### src/rtl/fetch_queue.sv
// Instruction-fetch front end: in-order fetch requests with up to DEPTH outstanding, a PC/instruction
// queue toward decode, and redirect flush that discards stale in-flight responses.
module fetch_queue #(
  parameter int                ADDR_W   = 64,
  parameter int                INST_W   = 32,
  parameter int                DEPTH    = 4,
  parameter logic [ADDR_W-1:0] RESET_PC = ADDR_W'(64'h8000_0000),
  parameter int                PC_STEP  = 4
) (
  input  logic              clk,
  input  logic              rst,
  input  logic              redirect_valid,
  input  logic [ADDR_W-1:0] redirect_pc,
  output logic              mem_req_valid,
  input  logic              mem_req_ready,
  output logic [ADDR_W-1:0] mem_req_addr,
  input  logic              mem_resp_valid,
  input  logic [INST_W-1:0] mem_resp_data,
  output logic              inst_valid,
  input  logic              inst_ready,
  output logic [INST_W-1:0] inst_data,
  output logic [ADDR_W-1:0] inst_pc
);
  localparam int PTR_W = $clog2(DEPTH);
  localparam int CNT_W = PTR_W + 1;

  typedef struct packed {
    logic [ADDR_W-1:0] pc;
    logic [INST_W-1:0] data;
    logic              filled;
  } entry_t;

  entry_t            q [DEPTH];
  logic [ADDR_W-1:0] fetchPc;
  logic [PTR_W-1:0]  headPtr, tailPtr, fillPtr;
  logic [CNT_W-1:0]  allocCnt, dropCnt, filledCnt, unfilledCnt, dropNext;
  logic              reqFire, respFill, respDrop, pop;

  always_comb begin
    filledCnt = '0;
    for (int i = 0; i < DEPTH; i++) filledCnt = filledCnt + CNT_W'(q[i].filled);
  end

  assign unfilledCnt   = allocCnt - filledCnt;
  assign mem_req_valid = (allocCnt < CNT_W'(DEPTH)) && (dropCnt == '0);
  assign mem_req_addr  = fetchPc;
  assign reqFire       = mem_req_valid && mem_req_ready;
  assign respDrop      = mem_resp_valid && (dropCnt != '0);
  assign respFill      = mem_resp_valid && (dropCnt == '0);
  assign inst_valid    = q[headPtr].filled;
  assign pop           = inst_valid && inst_ready;
  assign inst_data     = inst_valid ? q[headPtr].data : '0;
  assign inst_pc       = inst_valid ? q[headPtr].pc   : '0;

  // Everything still owed by memory after this edge becomes stale on redirect; the true value never
  // exceeds DEPTH, so CNT_W-bit modular arithmetic is exact.
  assign dropNext = dropCnt + unfilledCnt + CNT_W'(reqFire) - CNT_W'(mem_resp_valid);

  always_ff @(posedge clk) begin
    if (rst || redirect_valid) begin
      headPtr  <= '0;
      tailPtr  <= '0;
      fillPtr  <= '0;
      allocCnt <= '0;
      for (int i = 0; i < DEPTH; i++) q[i] <= '0;
      fetchPc  <= rst ? RESET_PC : redirect_pc;
      dropCnt  <= rst ? '0 : dropNext;
    end else begin
      if (reqFire) begin
        q[tailPtr].pc     <= fetchPc;
        q[tailPtr].data   <= '0;
        q[tailPtr].filled <= 1'b0;
        tailPtr           <= tailPtr + PTR_W'(1);
        fetchPc           <= fetchPc + ADDR_W'(PC_STEP);
      end
      if (respDrop) dropCnt <= dropCnt - CNT_W'(1);
      if (respFill) begin
        q[fillPtr].data   <= mem_resp_data;
        q[fillPtr].filled <= 1'b1;
        fillPtr           <= fillPtr + PTR_W'(1);
      end
      // Head is always filled when popped, so it never aliases the fill or tail slot.
      if (pop) begin
        q[headPtr].filled <= 1'b0;
        headPtr           <= headPtr + PTR_W'(1);
      end
      allocCnt <= allocCnt + CNT_W'(reqFire) - CNT_W'(pop);
    end
  end

  respHasOwner: assert property (@(posedge clk) disable iff (rst)
    mem_resp_valid |-> (dropCnt != '0) || (unfilledCnt != '0));

endmodule
### config.mk
export PLATFORM = sky130hd
export DESIGN_NAME = fetch_queue
export DESIGN_NICKNAME = d
export VERILOG_FILES = /design/src/rtl/fetch_queue.sv
export SDC_FILE = /design/constraint.sdc
export NUM_CORES = 1
export LEC_CHECK = 0
export ABC_AREA = 1
export BUFFER_PORTS_ARGS = -buffer_cell sky130_fd_sc_hd__buf_2
export CAP_MARGIN = 20
export CORE_ASPECT_RATIO = 0.5
export CORE_MARGIN = 4
export CORE_UTILIZATION = 53
export CTS_CLUSTER_SIZE = 40
export DETAILED_ROUTE_END_ITERATION = 16
export GPL_TIMING_DRIVEN = 1
export PLACE_DENSITY = 0.85
export SYNTH_ARGS = -nofsm -noshare
export SYNTH_HDL_FRONTEND = slang
export SYNTH_SLANG_ARGS = --single-unit
### constraint.sdc
create_clock -name clk -period 3.5 [get_ports clk]
set_clock_uncertainty 0.1 [all_clocks]
set_input_delay 0.175 -clock clk [delete_from_list [all_inputs] [get_ports clk]]
set_output_delay 0.175 -clock clk [all_outputs]
set_load 0.01 [all_outputs]
==> impl_metrics.toml, run 1 <==
[routing]
antenna_left = 0
drc = 0
num_vias = 19885
drtIter0Drc = 2623
finalWirelength_um = 70200
via_per_inst = 5.84
drtPass1Iterations = 6
wire_per_inst_um = 20.6

[synthesis]
ys_types = 35
synth_warnings = 0
syn-cell-area_sq_um = 22900
ys_ff_latch = 466
syn_inst = 2487
synth_nets = 2611
syn_avg_cell_area_sq_um = 9.22
ys_seq_area_share_pct = 60.4

[clock_network]
clock_latency_ns = 0.58
path_clk_slew_ns = 0.06
cts_setup_buffers = 0
cts_tree = "yes"
clock_path_buffers = 3
root_buffer = "clkbuf_16"
cts_buffers = 43
htreeDepth = 2
clkSinkCount = 466

[sta]
hold_viol = 0
worst_slack_ns = 0.0821
period_needed_ns = 3.42
setup_violations = 0
timing.final.crit_share_pct = 97.7
setup-tns-final_ns = 0
slew_headroom_pct = 29.7
final_max_slew_viol_count = 0
fmax_mhz = 293
worst_pin_slew_ns = 1.05
rsz0062_at_grt = "no"

[critical_path]
critPathKind = "register to register"
r2r_cells = 9
r2r-end = "dropCnt[2]"
worstSetupStartpointType = "register"
crit_path_end_kind = "register"
startpoint = "allocCnt[0]"
regToRegSetupSlack_ns = 0.08
reg2reg_from = "allocCnt[0]"
cp.required_ns = 3.73
arrival_ns = 3.64
cp_max_fo = 2

[min_path]
holdCritStartpoint = "rst"
hold_path_class = "input pin to register"
whs_path_depth = 4
worstHoldEndpoint = "mem_req_addr[28]"

[die]
pin_count = 264
dieArea_sq_um = 46900
die_w_um = 302
die_y_um = 155
core_area_sq_um = 42400
initial_core_util_pct = 54.1
fp-row-count = 53

[grt]
overflow = 0
grt_use_total_pct = 29.4
grt_max_degree = 193
antenna_found_initial = 1
grt_pass1_vias = 19737
grt_pass1_wl_um = 107000

[finish]
final_area_sq_um = 27100
final_nets = 2915
final_layout_size_suffix_gt1_share_pct = 15.3
fillCellCount = 3167
areaGrowthSynthToFinish_pct = 18.1
mostFrequentLayoutCells = "nor2_1 (557), edfxtp_1 (451), nand2_1 (428)"
final_common_cell = "nor2_1"

[power]
power_density_nw_per_um2 = 503
peakVddDrop_v = 0.000355
p_leak_nw = 11.8

[place]
dpl-instance-area_sq_um = 24700
io_buffers = 263
dp_worst_setup_slack_ns = 0.0589
hpwl_um = 41400
place.gp.congestion = 0.996

[run_status]
status = "completed"

[run]
drv_cap = 0
[power by group]
| group | leakage (nW) | switching [mW] | internal, mW |
|---|---|---|---|
| Combinational | 5.98 | 1.47 | 0.682 |
| Clock | 0.632 | 2.09 | 2.50 |
| Sequential | 5.14 | 0.297 | 6.59 |
| Total | 11.8 | 3.86 | 9.77 |
[worst max-delay path: stages (launching register included)]
cell	delay, ns
dfxtp_1	0.33
inv_1	0.06
fa_1	0.47
fa_2	0.36
fa_1	0.53
fa_1	0.45
fa_1	0.45
or2_2	0.31
nand3_1	0.07
nand2_1	0.05
[synthesized netlist by cell type (all sizes together)]
library cell,count,area share [%]
nand2,448,7.5
inv,233,3.8
ha,15,0.82
a21oi,14,0.31
fa,7,0.61
nand3,41,0.89
buf,72,1.8
a22o,1,0.038
nor3,137,3.0
a31oi,1,0.027
xor2,13,0.50
xnor2,3,0.11
edfxtp,451,59
or2,1,0.027
o22ai,98,2.7
nand4,4,0.11
dfxtp,15,1.3
and2,2,0.055
clkbuf,69,1.1
o21ai,258,5.6
o21bai,1,0.033
nor2,600,10
a22oi,2,0.065
a21boi,1,0.033
[worst max-delay path by stage]
stage                 end  slack [ns]  depth (start not counted)
6_report       dropCnt[2]        0.08                          9
5_1_grt        dropCnt[2]        0.02                         10
4_1_cts        dropCnt[2]        0.04                          9
3_5_place_dp   dropCnt[2]        0.06                          9
3_3_place_gp   dropCnt[2]        0.08                          9
2_1_floorplan    q[0][33]        0.13                         10
[flip-flops by register name, indices dropped and copies added, names as in the netlist, named ones only]
signal and count:
mem_req_addr 64, fillPtr 2, q 388, allocCnt 3, dropCnt 3, headPtr 2, tailPtr 2
[repair_timing]
item	in CTS	in global routing
hold buffers	101	0
resized for setup	0	1
endpoints found under the hold margin	204	0
endpoints found under the setup margin	0	1
[layout make-up]
| cell class | instances | area [sq um] | area share (%) |
|---|---|---|---|
| flip-flops and latches | 466 | 13800 | 51.1 |
| multi-input cells | 1647 | 7600 | 28.1 |
| repair buffers | 400 | 2710 | 9.99 |
| clock buffers | 54 | 1120 | 4.13 |
| inverters | 233 | 877 | 3.24 |
| well taps | 577 | 722 | 2.67 |
| clock inverters | 24 | 204 | 0.753 |
| diodes | 2 | 5.00 | 0.0185 |
[per-layer routing]
layer,up-vias,share of wire [%],track usage (%)
li1,8911,-,-
met1,9185,34,35.1
met2,1434,48,50.0
met3,355,11,4.82
met4,0,7.2,18.9
met5,-,0,0
[kinds of logic after synthesis]
logic type      Yosys count  synth area share [%]
flops                   466                  60.4
buf+inv                 374                  6.72
fa+ha+maj                22                  1.43
xor+xnor                 16                 0.611
compound gates          376                  8.82
simple gates           1233                  22.1
[metrics by stage]
stage          power (mW)  hold slack (ns)  cells  util [%]
3_5_place_dp         8.97            0.348   3221      58.3
2_1_floorplan        8.19            0.259   2487         -
3_3_place_gp         8.88            0.349   3221      58.3
5_1_grt              14.1           0.0565   3402      63.9
6_report             13.6           0.0508   3403      63.9
4_1_cts              13.5           0.0311   3400      63.8
No activity file was read; power rests on OpenSTA's default activity.
==> run 2, diff against run 1 <==
--- a/config.mk
+++ b/config.mk
@@ -15,6 +15,7 @@
 export DETAILED_ROUTE_END_ITERATION = 16
 export GPL_TIMING_DRIVEN = 1
 export PLACE_DENSITY = 0.85
+export REMOVE_ABC_BUFFERS = 1
 export SYNTH_ARGS = -nofsm -noshare
 export SYNTH_HDL_FRONTEND = slang
 export SYNTH_SLANG_ARGS = --single-unit
==> run 2 against run 1 <==
Power rose by 0.72%. Sequential share of layout area hardly changed. Maximum frequency increased by 1.5%. Critical endpoint unchanged. Critical path depth unchanged. Combinational power hardly changed. Die area unchanged.
==> impl_metrics.toml, run 2 (same netlist as run 1, synthesis figures left out) <==
[die]
pin_count = 264
core_area_sq_um = 42400
dieArea_sq_um = 46900
initial_core_util_pct = 54.1
die_w_um = 302
fp-row-count = 53
die_y_um = 155

[grt]
grt_pass1_vias = 19599
grt_max_degree = 193
antenna_found_initial = 0
overflow = 0
grt_use_total_pct = 28.8
grt_pass1_wl_um = 105000

[critical_path]
slowest_stage = "fa_1"
crit_buf_inv = 1
worstSetupStartpointType = "register"
path_cells = "inv_1 -> fa_1 -> fa_2 -> fa_1 -> fa_1 -> fa_2 -> or2_2 -> nand3_1 -> nand2_1"
regToRegSetupSlack_ns = 0.13
critical_path.most_common_cell = "fa_1"
r2r-end = "dropCnt[2]"
arrival_ns = 3.58
crit_path_end_kind = "register"
cp.required_ns = 3.71
max_stage_delay_ns = 0.51
critPathKind = "register to register"
reg2reg_from = "allocCnt[0]"
r2r_cells = 9
cp_max_fo = 2
startpoint = "allocCnt[0]"
critPathCapture = "dropCnt[2]"
cp.depth = 9
critPathTopFamily = "adder cells"

[finish]
final_nets = 2909
areaGrowthSynthToFinish_pct = 18.2
mostFrequentLayoutCells = "nor2_1 (557), edfxtp_1 (451), nand2_1 (427)"
regMostFlops = "q"
num_antenna_cells = 0
final_common_cell = "nor2_1"
fillCellCount = 3131
largest_reg_flops = 388
final_layout_size_suffix_gt1_share_pct = 15.5

[sta]
period_needed_ns = 3.37
final_max_slew_viol_count = 0
timing.final.crit_share_pct = 96.2
rsz0062_at_grt = "no"
hold_viol = 0
worst_pin_slew_ns = 1.19
fmax_mhz = 297
setup-tns-final_ns = 0
setup_violations = 0
slew_headroom_pct = 20.9

[routing]
drc = 0
drtPass1Iterations = 6
num_vias = 19726
wire_per_inst_um = 20.2
drtIter0Drc = 2703
via_per_inst = 5.82
antenna_left = 0
finalWirelength_um = 68600

[run_status]
status = "completed"

[min_path]
hold_path_class = "input pin to register"

[power]
swShare_pct = 27.5
p_leak_nw = 11.8
power_density_nw_per_um2 = 506
finalPower_mw = 13.7
sequentialPowerShare_pct = 50.1
pwr-share-clk_pct = 34.3
p_sw_mw = 3.78
internal_power_mw = 9.95
peakVddDrop_v = 0.000362
pwr-share-comb_pct = 15.6

[clock_network]
clkSinkCount = 466
cts_tree = "yes"
htreeDepth = 2
clock_path_buffers = 3
clock_latency_ns = 0.56
path_clk_slew_ns = 0.07
root_buffer = "clkbuf_16"
cts_buffers = 43

[run]
drv_cap = 0

[place]
hpwl_um = 40200
io_buffers = 263
place.gp.congestion = 0.961
==> run 2: layout make-up <==
class                   instances  area (sq um)  share of cell area [%]
flip-flops and latches        466         13900                    51.1
multi-input cells            1647          7610                    28.1
repair buffers                394          2670                    9.84
clock buffers                  53          1180                    4.34
inverters                     233           880                    3.24
well taps                     577           722                    2.66
clock inverters                21           203                   0.748
==> run 2: power groups by stage <==
stage	Clock (mW)	Combinational [mW]	Sequential (mW)
2_1_floorplan	0	1.17	6.96
3_3_place_gp	0	1.92	6.97
3_5_place_dp	0	1.97	6.98
4_1_cts	4.73	2.08	6.86
5_1_grt	4.97	2.33	6.90
6_report	4.71	2.14	6.88
==> run 2: metrics by stage <==
step | util [%] | instance area [sq um] | std cells | hold WS, ns | worst slack (ns)
global placement | 58.3 | 24700 | 3215 | 0.349 | 0.0653
floorplan | - | 22300 | 2346 | 0.259 | -4.84
finish | 64.0 | 27100 | 3391 | 0.122 | 0.133
global route | 64.0 | 27100 | 3391 | 0.110 | 0.0229
detailed placement | 58.3 | 24700 | 3215 | 0.349 | 0.0377
CTS | 64.0 | 27100 | 3391 | 0.0865 | 0.0291
==> run 2: worst min path at each step <==
stage	start	end	slack, ns	cells past startpoint
2_1_floorplan	rst	mem_req_addr[31]	0.26	2
3_3_place_gp	redirect_pc[21]	mem_req_addr[21]	0.35	3
3_5_place_dp	redirect_pc[22]	mem_req_addr[22]	0.35	3
4_1_cts	redirect_valid	dropCnt[2]	0.09	5
5_1_grt	redirect_valid	dropCnt[2]	0.11	5
6_report	redirect_valid	dropCnt[2]	0.12	5
==> run 2: worst min-delay path: cells and delay by family <==
kind                   cells  cell delay, ns
buffers and inverters      2            0.22
and+or+nand+nor            3            0.21
==> run 2: what timing repair did <==
action / CTS / global route
endpoints found under the hold margin: 207 / 0
hold buffers: 102 / 0
resized for setup: 0 / 2
setup endpoints to repair: 0 / 1
setup buffers: 0 / 0
==> run 2: metal layers <==
layer | routed length (um) | GRT usage (%) | up-vias
li1 | - | - | 8902
met1 | 23100 | 34.0 | 9138
met2 | 33200 | 49.1 | 1333
met3 | 7360 | 5.48 | 353
met4 | 4880 | 18.3 | 0
met5 | 0 | 0 | -
